$ cat src/rtl/multicycle_ctrl_pkg.sv
// Shared types and constants for the multicycle instruction controller.
package multicycle_ctrl_pkg;

    localparam int unsigned XLEN     = 32;
    localparam int unsigned ALU_OP_W = 4;

    typedef enum logic [2:0] {
        ST_IDLE   = 3'd0,
        ST_FETCH  = 3'd1,
        ST_DECODE = 3'd2,
        ST_EXEC   = 3'd3,
        ST_WB     = 3'd4,
        ST_TRAP   = 3'd5
    } state_t;

    localparam logic [ALU_OP_W-1:0] ALU_ADD = 4'b0000;
    localparam logic [ALU_OP_W-1:0] ALU_SUB = 4'b0001;
    localparam logic [ALU_OP_W-1:0] ALU_AND = 4'b0010;
    localparam logic [ALU_OP_W-1:0] ALU_OR  = 4'b0011;
    localparam logic [ALU_OP_W-1:0] ALU_XOR = 4'b0100;
    localparam logic [ALU_OP_W-1:0] ALU_SLT = 4'b0101;

    localparam logic [6:0]      OPC_RTYPE = 7'b0110011;
    localparam logic [XLEN-1:0] PC_STEP   = 32'd4;

endpackage

$ cat src/rtl/multicycle_ctrl_decoder.sv
// InstructionDecoder: maps R-type opcode/funct fields to an ALU op and a RegWrite (legal) flag.
module multicycle_ctrl_decoder
    import multicycle_ctrl_pkg::*;
(
    input  logic [6:0]          opcode,
    input  logic [2:0]          funct3,
    input  logic                funct7_b5,
    output logic [ALU_OP_W-1:0] alu_op_c,
    output logic                reg_write_c
);

    // Only R-type writes the register file; everything else is reported as illegal.
    always_comb begin
        alu_op_c    = ALU_ADD;
        reg_write_c = 1'b0;
        if (opcode == OPC_RTYPE) begin
            reg_write_c = 1'b1;
            case (funct3)
                3'b000:  alu_op_c = funct7_b5 ? ALU_SUB : ALU_ADD;
                3'b111:  alu_op_c = ALU_AND;
                3'b110:  alu_op_c = ALU_OR;
                3'b100:  alu_op_c = ALU_XOR;
                3'b010:  alu_op_c = ALU_SLT;
                default: alu_op_c = ALU_ADD;
            endcase
        end
    end

endmodule

$ cat src/rtl/multicycle_ctrl.sv
// Multicycle FETCH/DECODE/EXEC/WB controller with illegal-instruction trap and retire counter.
module multicycle_ctrl
    import multicycle_ctrl_pkg::*;
#(
    parameter logic [31:0] RESET_PC = 32'h0000_0000,
    parameter int unsigned CNT_W    = 32
) (
    input  logic                clk,
    input  logic                rst_n,
    input  logic                run,
    output logic                imem_req,
    input  logic                imem_ack,
    input  logic [XLEN-1:0]     imem_rdata,
    output logic [XLEN-1:0]     pc,
    output logic [XLEN-1:0]     ir,
    output logic [ALU_OP_W-1:0] alu_op,
    output logic                rf_re,
    output logic                alu_en,
    output logic                rf_we,
    input  logic                trap_clr,
    output logic                illegal,
    output logic                busy,
    output logic [CNT_W-1:0]    retired_cnt
);

    state_t              state;
    state_t              state_nxt;
    logic [ALU_OP_W-1:0] dec_alu_op_c;
    logic                dec_legal_c;

    multicycle_ctrl_decoder u_decoder (
        .opcode      (ir[6:0]),
        .funct3      (ir[14:12]),
        .funct7_b5   (ir[30]),
        .alu_op_c    (dec_alu_op_c),
        .reg_write_c (dec_legal_c)
    );

    // State register.
    always_ff @(posedge clk or negedge rst_n) begin
        if (!rst_n) begin
            state <= ST_IDLE;
        end else begin
            state <= state_nxt;
        end
    end

    // Next-state logic and strobes, decoded from the registered state only.
    always_comb begin
        state_nxt = state;
        imem_req  = 1'b0;
        rf_re     = 1'b0;
        alu_en    = 1'b0;
        rf_we     = 1'b0;
        busy      = 1'b1;
        case (state)
            ST_IDLE: begin
                busy = 1'b0;
                if (run) state_nxt = ST_FETCH;
            end
            ST_FETCH: begin
                imem_req = 1'b1;
                if (imem_ack) state_nxt = ST_DECODE;
            end
            ST_DECODE: begin
                rf_re     = 1'b1;
                state_nxt = dec_legal_c ? ST_EXEC : ST_TRAP;
            end
            ST_EXEC: begin
                alu_en    = 1'b1;
                state_nxt = ST_WB;
            end
            ST_WB: begin
                rf_we     = 1'b1;
                state_nxt = run ? ST_FETCH : ST_IDLE;
            end
            ST_TRAP: begin
                busy = 1'b0;
                if (trap_clr) state_nxt = ST_IDLE;
            end
            default: begin
                busy      = 1'b0;
                state_nxt = ST_IDLE;
            end
        endcase
    end

    // Datapath registers: instruction latch, decoded op, trap flag, PC and retire count.
    always_ff @(posedge clk or negedge rst_n) begin
        if (!rst_n) begin
            pc          <= RESET_PC;
            ir          <= '0;
            alu_op      <= '0;
            illegal     <= 1'b0;
            retired_cnt <= '0;
        end else begin
            case (state)
                ST_FETCH: begin
                    if (imem_ack) ir <= imem_rdata;
                end
                ST_DECODE: begin
                    alu_op <= dec_alu_op_c;
                    if (!dec_legal_c) illegal <= 1'b1;
                end
                ST_WB: begin
                    pc          <= pc + PC_STEP;
                    retired_cnt <= retired_cnt + CNT_W'(1);
                end
                ST_TRAP: begin
                    if (trap_clr) illegal <= 1'b0;
                end
                default: begin
                end
            endcase
        end
    end

endmodule

$ cat config.mk
export PLATFORM = sky130hd
export DESIGN_NAME = multicycle_ctrl
export DESIGN_NICKNAME = d
export VERILOG_FILES = /design/src/rtl/multicycle_ctrl_pkg.sv /design/src/rtl/multicycle_ctrl_decoder.sv /design/src/rtl/multicycle_ctrl.sv
export SDC_FILE = /design/constraint.sdc
export NUM_CORES = 1
export LEC_CHECK = 0
export BUFFER_PORTS_ARGS = -buffer_cell sky130_fd_sc_hd__buf_2
export CORE_MARGIN = 4
export CORE_UTILIZATION = 45
export DETAILED_ROUTE_END_ITERATION = 10
export PLACE_DENSITY = 0.75
export SLEW_MARGIN = 5
export SYNTH_ARGS = -nofsm -noshare
export SYNTH_HDL_FRONTEND = slang
export SYNTH_SLANG_ARGS = --single-unit
$ cat constraint.sdc
create_clock -name clk -period 2.4 [get_ports clk]
set_input_delay 0.24 -clock clk [delete_from_list [all_inputs] [get_ports clk]]
set_output_delay 0.24 -clock clk [all_outputs]
set_load 0.02 [all_outputs]
* Word level (Yosys, flattened, before mapping)
Cells that the tools add are included.
Widths: inputs -> output; s select.
** Storage, ports and cells
- Bits in registers :: 104
- Bits in latches :: 0
- RAM bits :: 0
- Memory bits (read-only) :: 0
- Bits of input ports :: 37
- Memories :: 0
** Operators by class
- Add/subtract/negate cells :: 2
- Multipliers :: 0
- Div/mod/pow operators :: 0
- Order comparisons :: 0
- Eq/ne operators :: 14
- Shifts and indexed selects :: 0
- Muxes and demuxes :: 18
- Bitwise operators :: 0
- Reductions and logical operators :: 7
** Operators by type and width (number)
- $add 32x1->32 const B :: 1
- $add 32x3->32 const B :: 1
- $pmux 4 s5 :: 1
- $pmux 3 s6 :: 1
- $eq 3x3->1 const B :: 5
- $mux 3 :: 4
- $mux 1 :: 10
- $eq 3x2->1 const B :: 3
- $ne 2x2->1 const B :: 4
- $eq 7x6->1 const B :: 1
- $logic_not 3->1 :: 2
- $reduce_and 3->1 :: 2
- $mux 4 :: 1
- $reduce_or 4->1 :: 1
- $eq 3x1->1 const B :: 1
- $pmux 1 s2 :: 1
- $reduce_and 2->1 :: 1
- $reduce_bool 2->1 :: 1

* Longest topological paths before layout
Gate-level depths: netlist (run 1).
- Word-level depth :: 4
- Gate-level depth with buffers :: 7
- Gate-level depth less buffers :: 5

* By module
Synthesis (run 1) repeated with hierarchy kept, for this count alone.
** Second synthesis, totals
- Cells, all modules :: 356
- Area total of the unflattened synthesis :: 4460.5 µm²
** By module, submodules not included
- multicycle_ctrl :: times used 1, cells an instance 344, area each 4377.9 µm², sequential area each 2552.4 µm²
- multicycle_ctrl_decoder :: times used 1, cells an instance 12, area each 82.6 µm², sequential area each 0.0 µm²

* Worst setup path before layout (run 1)
OpenSTA, ideal clock, no wires.
- Path kind :: register to register
- Start :: register state[1]
- End :: register ir[0]
- Library setup time :: 0.125 ns
- Data arrival time :: 1.854 ns
- Data required time :: 2.275 ns
- Slack :: 0.421 ns
- Cell stages (with the launch flop) :: 8
- Buffers on the path :: 3
- Cells stage by stage :: dfrtp_1 -> clkbuf_2 -> nand2b_1 -> nor2_1 -> and2_1 -> clkbuf_1 -> buf_2 -> mux2_2
** Between the ends
- Word-level cells in the longest chain between the ends :: 2
** RTL lines
- start: declaration :: line multicycle_ctrl.sv:26 : state_t state;
- start signal: assignment :: line multicycle_ctrl.sv:44 : state <= state_nxt;
- $eq 3x1->1 :: line multicycle_ctrl.sv:97 : case (state)
- $reduce_and 2->1 (no line)
- end signal: assignment :: line multicycle_ctrl.sv:99 : if (imem_ack) ir <= imem_rdata;
- end: declaration :: line multicycle_ctrl.sv:15 : output logic [XLEN-1:0] ir,
Every way passes these cells.
A chain may end at the register's enable or synchronous reset.

* Worst setup path after layout (run 1)
- Start :: register state[1]
- End :: register retired_cnt[27]
** Between the ends
- Word-level cells in the longest chain between the ends :: 1
** RTL lines
- $eq 3x3->1 :: line multicycle_ctrl.sv:97
- end signal: assignment :: line multicycle_ctrl.sv:107 : retired_cnt <= retired_cnt + CNT_W'(1);
- end: declaration :: line multicycle_ctrl.sv:23 : output logic [CNT_W-1:0] retired_cnt
Every way passes these cells.

==> results of run 1 <==
[flip-flops by register name, summed over array words and instances, names as in the netlist]
signal and count:
illegal 1, state 3, ir 32, alu_op 3, pc 30, retired_cnt 32
[kinds of logic after synthesis]
kind of cell	Yosys count	share of synthesized area
AND/OR/NAND/NOR	136	0.1726
flip-flops	101	0.5706
XOR/XNOR	62	0.1226
multiplexers	34	0.08644
buffers and inverters	20	0.02627
AO/OA/AOI/OAI	11	0.01497
adder cells (fa/ha/maj)	2	0.005649
other	1	0.0008466
[placed cells by master, fill, tap and decap left out, types with 6 or more instances in the layout]
master    synthesis  final
buf_2             5    138
dfrtp_1         101    101
xnor2_1          58     58
nand4_1          33     33
mux2_2           33     33
nand2_1          26     26
nand3_1          23     23
nor2_1           14     14
buf_4             5     11
and3_1            9      9
clkbuf_8          0      9
nor3_1            6      6
and4_1            6      6
[routing by layer]
metal | global-route usage | part of all wire
met1 | 0.2382 | 0.43
met2 | 0.2936 | 0.49
met3 | 0.03793 | 0.069
met4 | 0.06119 | 0.014
met5 | 0 | 0
[worst max-delay path, stage by stage, from the launching register on]
cell     delay, ns
dfrtp_1       0.47
or3b_1        0.46
nor4_4        0.68
nand4_1       0.24
xnor2_1       0.18
[power breakdown]
part	internal, mW	switching (mW)	leakage [nW]
Combinational	0.743	1.00	1.24
Clock	0.377	0.584	0.0824
Sequential	2.07	0.275	1.33
[layout make-up]
type                    count  area share
repair buffers            151      0.1469
flip-flops and latches    101      0.4623
clock inverters             6    0.007095
clock buffers              10     0.02335
inverters                   4    0.002747
multi-input cells         248      0.3280
well taps                 129     0.02953
[through the flow]
step	hold slack (ns)	cells
floorplan	-0.05559	369
CTS	0.08392	649
global route	0.08392	649
global placement	0.2498	632
finish	0.1091	649
detailed placement	0.2591	632
[synth_stat cells, types with 4 or more instances]
library cell  count  area [sq um]
xor2_1            4         35.03
buf_4             5         37.54
and3_1            9         56.30
a21oi_1           4         20.02
nor3_1            6         30.03
and4_1            6         52.55
mux2_2           33         371.6
nand3_1          23         115.1
inv_1             4         15.01
dfrtp_1         101          2527
buf_2             5         25.02
xnor2_1          58         508.0
nand2_1          26         97.59
nand4_1          33         206.5
nor2_1           14         52.55
and2_1            4         25.02
[how the worst min path moves through the flow]
stage | startpoint | to | cells after the start
final | imem_rdata[7] | ir[7] | 2
after global routing | imem_rdata[3] | ir[3] | 2
after CTS | imem_rdata[25] | ir[25] | 2
after detailed placement | rst_n | retired_cnt[16] | 1
after global placement | rst_n | retired_cnt[16] | 1
after floorplan | rst_n | alu_op[0] | 0
==> flow_summary_export.csv, run 1 <==
group,metric,value,unit
clocking,cts.clk_slew.worst_paths,0.10,ns
timing,slew_viol_final,0,
timing,hold_viol,0,
synthesis,avgSynthCellArea,12.07,sq um
setup_path,r2r_setup_slack,0.25,ns
synthesis,synth_edf_count,0,
timing,rsz0062_at_grt,"false",
setup_path,cp.required,2.63,ns
setup_path,arrival,2.39,ns
drt,dr.pass1.iters,4,
setup_path,r2r-end,"retired_cnt[27]",
clocking,cts_root_buffer,"clkbuf_8",
setup_path,reg2reg_depth,4,
global_routing,grt_pass1_wl,16660,um
place,dp_slack,0.2701,ns
drt,totalWireLength,9900,um
power_and_ir_drop,total_power,5.049,mW
floorplanning,placementRows,35,
global_routing,antenna_found_initial,0,
drt,drc_errors,0,
timing,tns,0,ns
timing,tightest_slew,0.7495,ns
synthesis,yosysUniqueCellTypes,36,
drt,num_vias,3304,
clocking,postCtsSetupBuffers,0,
timing,post-route-min-period,2.154,ns
clocking,cts_sinks,101,
drt,drt_iter0_markers,123,
floorplanning,die_h,107.2,um
clocking,cts_max_level,3,
place,post_dp_cell_area,5290,sq um
setup_path,crit_type,"reg -> reg",
job,maxCapViolCount,0,
timing,setup_viol,0,
finish,multiInputGateArea,1793,sq um
timing,fin_crit_sh,0.8975,
timing,maxSlewHeadroom,0.4985,
power_and_ir_drop,vdd_ir_drop_max,0.5644,mV
synthesis,yosysWarnings,0,
floorplanning,die_area,11490,sq um
synthesis,synthCells,367,
place,hpwl,7176,um
finish,drive_gt1_frac,0.3846,
synthesis,yosys_most_used_dff,"dfrtp_1",
place,io_buffers,139,
synthesis,synth-async-reset-ratio,1.000,
drt,wl_per_cell,15.25,um
hold_path,hold_class,"in -> reg",
finish,fin_nets,554,
timing,fin_ws,0.2459,ns
global_routing,first_global_vias,3339,
finish,syn2layout_area_growth,23.42,%
setup_path,startpoint,"state[1]",
floorplanning,start_util,0.4704,
setup_path,crit_end,"retired_cnt[27]",
place,place.gp.congestion,0.8915,
drt,ant_nets,0,
setup_path,reg2reg_from,"state[1]",
finish,seq_area,2527,sq um
floorplanning,ios,143,
clocking,postCtsHoldBufs,1,
global_routing,overflow,0,
global_routing,grt_max_degree,63,
clocking,clkLatencyLatePin,0.35,ns
drt,via_per_inst,5.091,
setup_path,endpoint_kind,"flop",
synthesis,ys_seq_area_frac,0.5706,
finish,design_area,5466,sq um
setup_path,worstSetupStartpointType,"flop",
floorplanning,dieWidth,107.2,um
synthesis,netlist_area,4429,sq um
clocking,cts_tree,"done",
floorplanning,core,9415,sq um
timing,skew,0.01190,ns
power_and_ir_drop,p_leak,2.651,nW
power_and_ir_drop,p_per_area,923.7,nW/um^2
clocking,cts_resized,0,
synthesis,ys_ff_latch,101,
finish,fill_cells,817,
clocking,clk_path_buf_depth,2,
timing,max_freq,464.2,MHz
finish,post-route-util,0.5806,
finish,antenna_cells,0,
setup_path,critical_path.max_fanout,12,
clocking,cts_buffers,9,
status,status,"finished, final reports clean",
global_routing,grt_use_total,0.1798,
(Power assumes the default switching activity.)
==> inputs of run 2 (changes only) <==
- PLACE_DENSITY: 0.75 -> not set
- PLACE_DENSITY_LB_ADDON: not set -> 0.25
==> flow_summary_export.csv, run 2 (synthesis gave the netlist of run 1 again) <==
group,metric,value,unit
setup_path,worstSetupStartpointType,"flop",
finish,final_cells,650,
hold_path,hold_start,"imem_rdata[7]",
power_and_ir_drop,vdd_ir_drop_max,0.5873,mV
clocking,cts_buffers,9,
setup_path,reg2reg_from,"state[1]",
drt,drt_iter0_markers,129,
hold_path,hold_path_depth,2,
timing,hold_viol,0,
finish,fill_cells,836,
finish,drive_gt1_frac,0.3858,
drt,num_vias,3337,
finish,final_cell_mix,"buf_2, dfrtp_1, xnor2_1",
clocking,clkLatencyLatePin,0.36,ns
clocking,clk_path_buf_depth,2,
timing,tns,0,ns
timing,slew_viol_final,0,
drt,wl_met1,4152,um
finish,post-route-util,0.5874,
setup_path,reg2reg_depth,4,
place,place.gp.congestion,0.8565,
setup_path,crit_type,"reg -> reg",
setup_path,arrival,2.32,ns
clocking,cts_root_buffer,"clkbuf_8",
timing,fin_crit_sh,0.8654,
clocking,cts.clk_slew.worst_paths,0.09,ns
drt,met3_length,668,um
power_and_ir_drop,switching_share,0.3491,
setup_path,endpoint_kind,"flop",
place,dp.cells,633,
setup_path,cp.required,2.64,ns
global_routing,grt_use_total,0.1775,
floorplanning,placementRows,35,
finish,antenna_cells,0,
drt,dr_wl_met2,4789,um
finish,final_common_cell,"buf_2",
hold_path,hold_class,"in -> reg",
place,io_buffers,139,
power_and_ir_drop,p_seq_frac,0.443,
drt,dr.pass1.iters,4,
floorplanning,die_area,11490,sq um
power_and_ir_drop,p_per_area,952.4,nW/um^2
place,hpwl,7165,um
timing,tightest_slew,0.7889,ns
timing,max_freq,481.5,MHz
place,dp_slack,0.3217,ns
floorplanning,die_h,107.2,um
power_and_ir_drop,total_power,5.267,mW
timing,rsz0062_at_grt,"false",
timing,maxSlewHeadroom,0.4692,
floorplanning,start_util,0.4704,
power_and_ir_drop,p_switching,1.839,mW
floorplanning,core,9415,sq um
global_routing,grt_pass1_wl,16340,um
global_routing,grt_max_degree,60,
power_and_ir_drop,p_leak,2.684,nW
setup_path,critical_path.max_fanout,12,
drt,totalWireLength,9832,um
timing,post-route-min-period,2.077,ns
power_and_ir_drop,p_comb_frac,0.332,
power_and_ir_drop,pwr-share-clk,0.225,
setup_path,r2r_setup_slack,0.32,ns
power_and_ir_drop,cellInternalPower,3.428,mW
job,maxCapViolCount,0,
timing,skew,0.02026,ns
floorplanning,dieWidth,107.2,um
finish,reg_top3,"ir: 32 flops, retired_cnt: 32 flops, pc: 30 flops",
clocking,cts_max_level,3,
drt,via_per_inst,5.134,
timing,fin_ws,0.3229,ns
timing,whs,0.1103,ns
drt,drc_errors,0,
finish,syn2layout_area_growth,24.86,%
timing,setup_viol,0,
hold_path,hold_end,"ir[7]",
setup_path,r2r-end,"retired_cnt[17]",
global_routing,antenna_found_initial,0,
drt,wl_per_cell,15.13,um
drt,routed.top_layer,"met4",
global_routing,first_global_vias,3334,
finish,fin_nets,555,
floorplanning,ios,143,
clocking,cts_sinks,101,
clocking,cts_resized,0,
clocking,cts_tree,"done",
finish,design_area,5530,sq um
drt,ant_nets,0,
status,status,"finished, final reports clean",
place,post_dp_cell_area,5298,sq um
global_routing,overflow,0,
-- run 2: routing by layer --
layer  global-route usage  vias up
li1                     -     1582
met1               0.2243     1623
met2               0.2882      111
met3              0.04576       21
met4              0.07671        0
met5                    0        -
-- run 2: repair_timing --
| item | in CTS | in global routing |
|---|---|---|
| buffers inserted | 0 | 0 |
| endpoints found under the hold margin | 42 | 0 |
| hold buffers | 1 | 0 |
-- run 2: area by class of cell --
class	instances	area (sq um)	share of cell area
well taps	129	161.4	0.02919
multi-input cells	248	1793	0.3242
clock buffers	11	141.4	0.02557
clock inverters	5	81.33	0.01471
repair buffers	152	810.8	0.1466
inverters	4	15.01	0.002715
flip-flops and latches	101	2527	0.4570
-- run 2: worst max path at each step --
stage / endpoint / slack [ns] / from
3_3_place_gp: retired_cnt[25] / 0.36 / state[1]
2_1_floorplan: ir[0] / 0.42 / state[1]
6_report: retired_cnt[17] / 0.32 / state[1]
5_1_grt: retired_cnt[23] / 0.18 / state[1]
3_5_place_dp: retired_cnt[21] / 0.32 / state[1]
4_1_cts: retired_cnt[21] / 0.31 / state[1]
-- run 2: power by group through the flow --
stage	clock network, mW	registers, mW	logic [mW]
after global routing	1.30	2.40	1.89
final	1.18	2.33	1.75
after CTS	1.23	2.34	1.78
after floorplan	0	2.75	0.779
after detailed placement	0	2.36	1.78
after global placement	0	2.34	1.76
-- run 2: critical path, cell delays in order (launching register included) --
cell and delay (ns):
dfrtp_1 0.47, or3b_1 0.46, nor4_4 0.66, nand4_1 0.21
xnor2_1 0.17
==> inputs of run 3 (changes only) <==
- CORE_MARGIN: 4 -> 1.5
- CORE_UTILIZATION: 45 -> 51
==> flow_summary_export.csv, run 3 (synthesis gave the netlist of run 1 again) <==
group,metric,value,unit
timing,fin_ws,0.3087,ns
floorplanning,die_h,96.19,um
timing,fin_crit_sh,0.8714,
power_and_ir_drop,p_leak,2.664,nW
clocking,clkLatencyLatePin,0.35,ns
job,maxCapViolCount,0,
place,post_dp_cell_area,5260,sq um
timing,post-route-min-period,2.091,ns
finish,final_cell_mix,"buf_2, dfrtp_1, xnor2_1",
timing,hold_viol,0,
timing,skew,0.01237,ns
setup_path,reg2reg_depth,4,
drt,ant_nets,0,
setup_path,crit_type,"reg -> reg",
drt,via_per_inst,5.322,
timing,setup_viol,0,
power_and_ir_drop,p_comb_frac,0.343,
timing,max_freq,478.2,MHz
finish,final_cells,625,
finish,syn2layout_area_growth,23.19,%
clocking,clk_path_buf_depth,2,
timing,whs,0.1071,ns
finish,drive_gt1_frac,0.3865,
finish,design_area,5456,sq um
clocking,cts_sinks,101,
status,status,"finished, final reports clean",
floorplanning,dieWidth,96.19,um
clocking,cts_tree,"done",
clocking,cts_root_buffer,"clkbuf_8",
clocking,cts_buffers,9,
clocking,postCtsHoldBufs,1,
drt,totalWireLength,9237,um
power_and_ir_drop,vdd_ir_drop_max,0.6953,mV
power_and_ir_drop,p_per_area,929.7,nW/um^2
finish,final_common_cell,"buf_2",
setup_path,worstSetupStartpointType,"flop",
setup_path,critical_path.max_fanout,12,
global_routing,first_global_vias,3242,
drt,drc_errors,0,
place,hpwl,6734,um
power_and_ir_drop,total_power,5.073,mW
place,dp_slack,0.2653,ns
timing,maxSlewHeadroom,0.5033,
floorplanning,start_util,0.5337,
place,place.gp.congestion,0.8197,
place,io_buffers,139,
timing,rsz0062_at_grt,"false",
drt,dr.pass1.iters,4,
power_and_ir_drop,p_seq_frac,0.460,
hold_path,hold_class,"in -> reg",
clocking,cts_resized,0,
setup_path,arrival,2.32,ns
global_routing,grt_max_degree,66,
setup_path,endpoint_kind,"flop",
power_and_ir_drop,switching_share,0.3616,
drt,num_vias,3326,
clocking,postCtsSetupBuffers,0,
floorplanning,placementRows,33,
power_and_ir_drop,pwr-share-clk,0.197,
finish,post-route-util,0.6575,
finish,antenna_cells,0,
place,dp.cells,608,
clocking,cts.clk_slew.worst_paths,0.09,ns
hold_path,hold_path_depth,2,
setup_path,cp.required,2.63,ns
power_and_ir_drop,p_switching,1.835,mW
global_routing,grt_pass1_wl,15120,um
timing,tightest_slew,0.7382,ns
global_routing,antenna_found_initial,0,
drt,drt_iter0_markers,125,
power_and_ir_drop,cellInternalPower,3.238,mW
timing,tns,0,ns
floorplanning,ios,143,
finish,reg_top3,"ir: 32 flops, retired_cnt: 32 flops, pc: 30 flops",
global_routing,overflow,0,
clocking,cts_max_level,3,
drt,wl_per_cell,14.78,um
floorplanning,core,8299,sq um
floorplanning,die_area,9253,sq um
timing,slew_viol_final,0,
global_routing,grt_use_total,0.2106,
finish,fin_nets,554,
run 3: path summary, 6_finish.rpt:
kind / from / to / slack (ns)
hold / removal: imem_rdata[7] / ir[7] / 0.11
setup / recovery: state[1] / retired_cnt[17] / 0.31
min in group asynchronous: rst_n / ir[29] / 0.39
hold reg to reg: pc[31] / pc[31] / 0.48
setup reg to reg: state[1] / retired_cnt[17] / 0.31
max in group asynchronous: rst_n / pc[4] / 1.30
run 3: worst max-delay path, cell delays in order, from the launching register on:
cell and delay [ns]:
dfrtp_1 0.47, or3b_1 0.46, nor4_4 0.65, nand4_1 0.22
xnor2_1 0.19
run 3: area by class of cell:
| type | count | area [sq um] |
|---|---|---|
| multi-input combinational | 248 | 1793 |
| clock buffer | 11 | 151.4 |
| timing repair buffer | 151 | 803.3 |
| tap | 105 | 131.4 |
| sequential | 101 | 2527 |
| fill | 666 | 2843 |
| inverter | 4 | 15.01 |
| clock inverter | 5 | 35.03 |
run 3: metal layers:
layer	vias up	share of wire	track usage	wire length (um)
met1	1615	0.45	0.2712	4141
met2	108	0.49	0.3609	4482
met4	0	0.017	0.06863	156
met3	12	0.049	0.03397	456
li1	1591	-	-	-
met5	-	0	0	0
run 3: power by group through the flow:
stage,clock network [mW],registers [mW],logic [mW]
floorplan,0,2.75,0.779
detailed placement,0,2.36,1.76
finish,0.999,2.33,1.74
global route,1.10,2.39,1.87
global placement,0,2.35,1.73
CTS,1.03,2.33,1.76
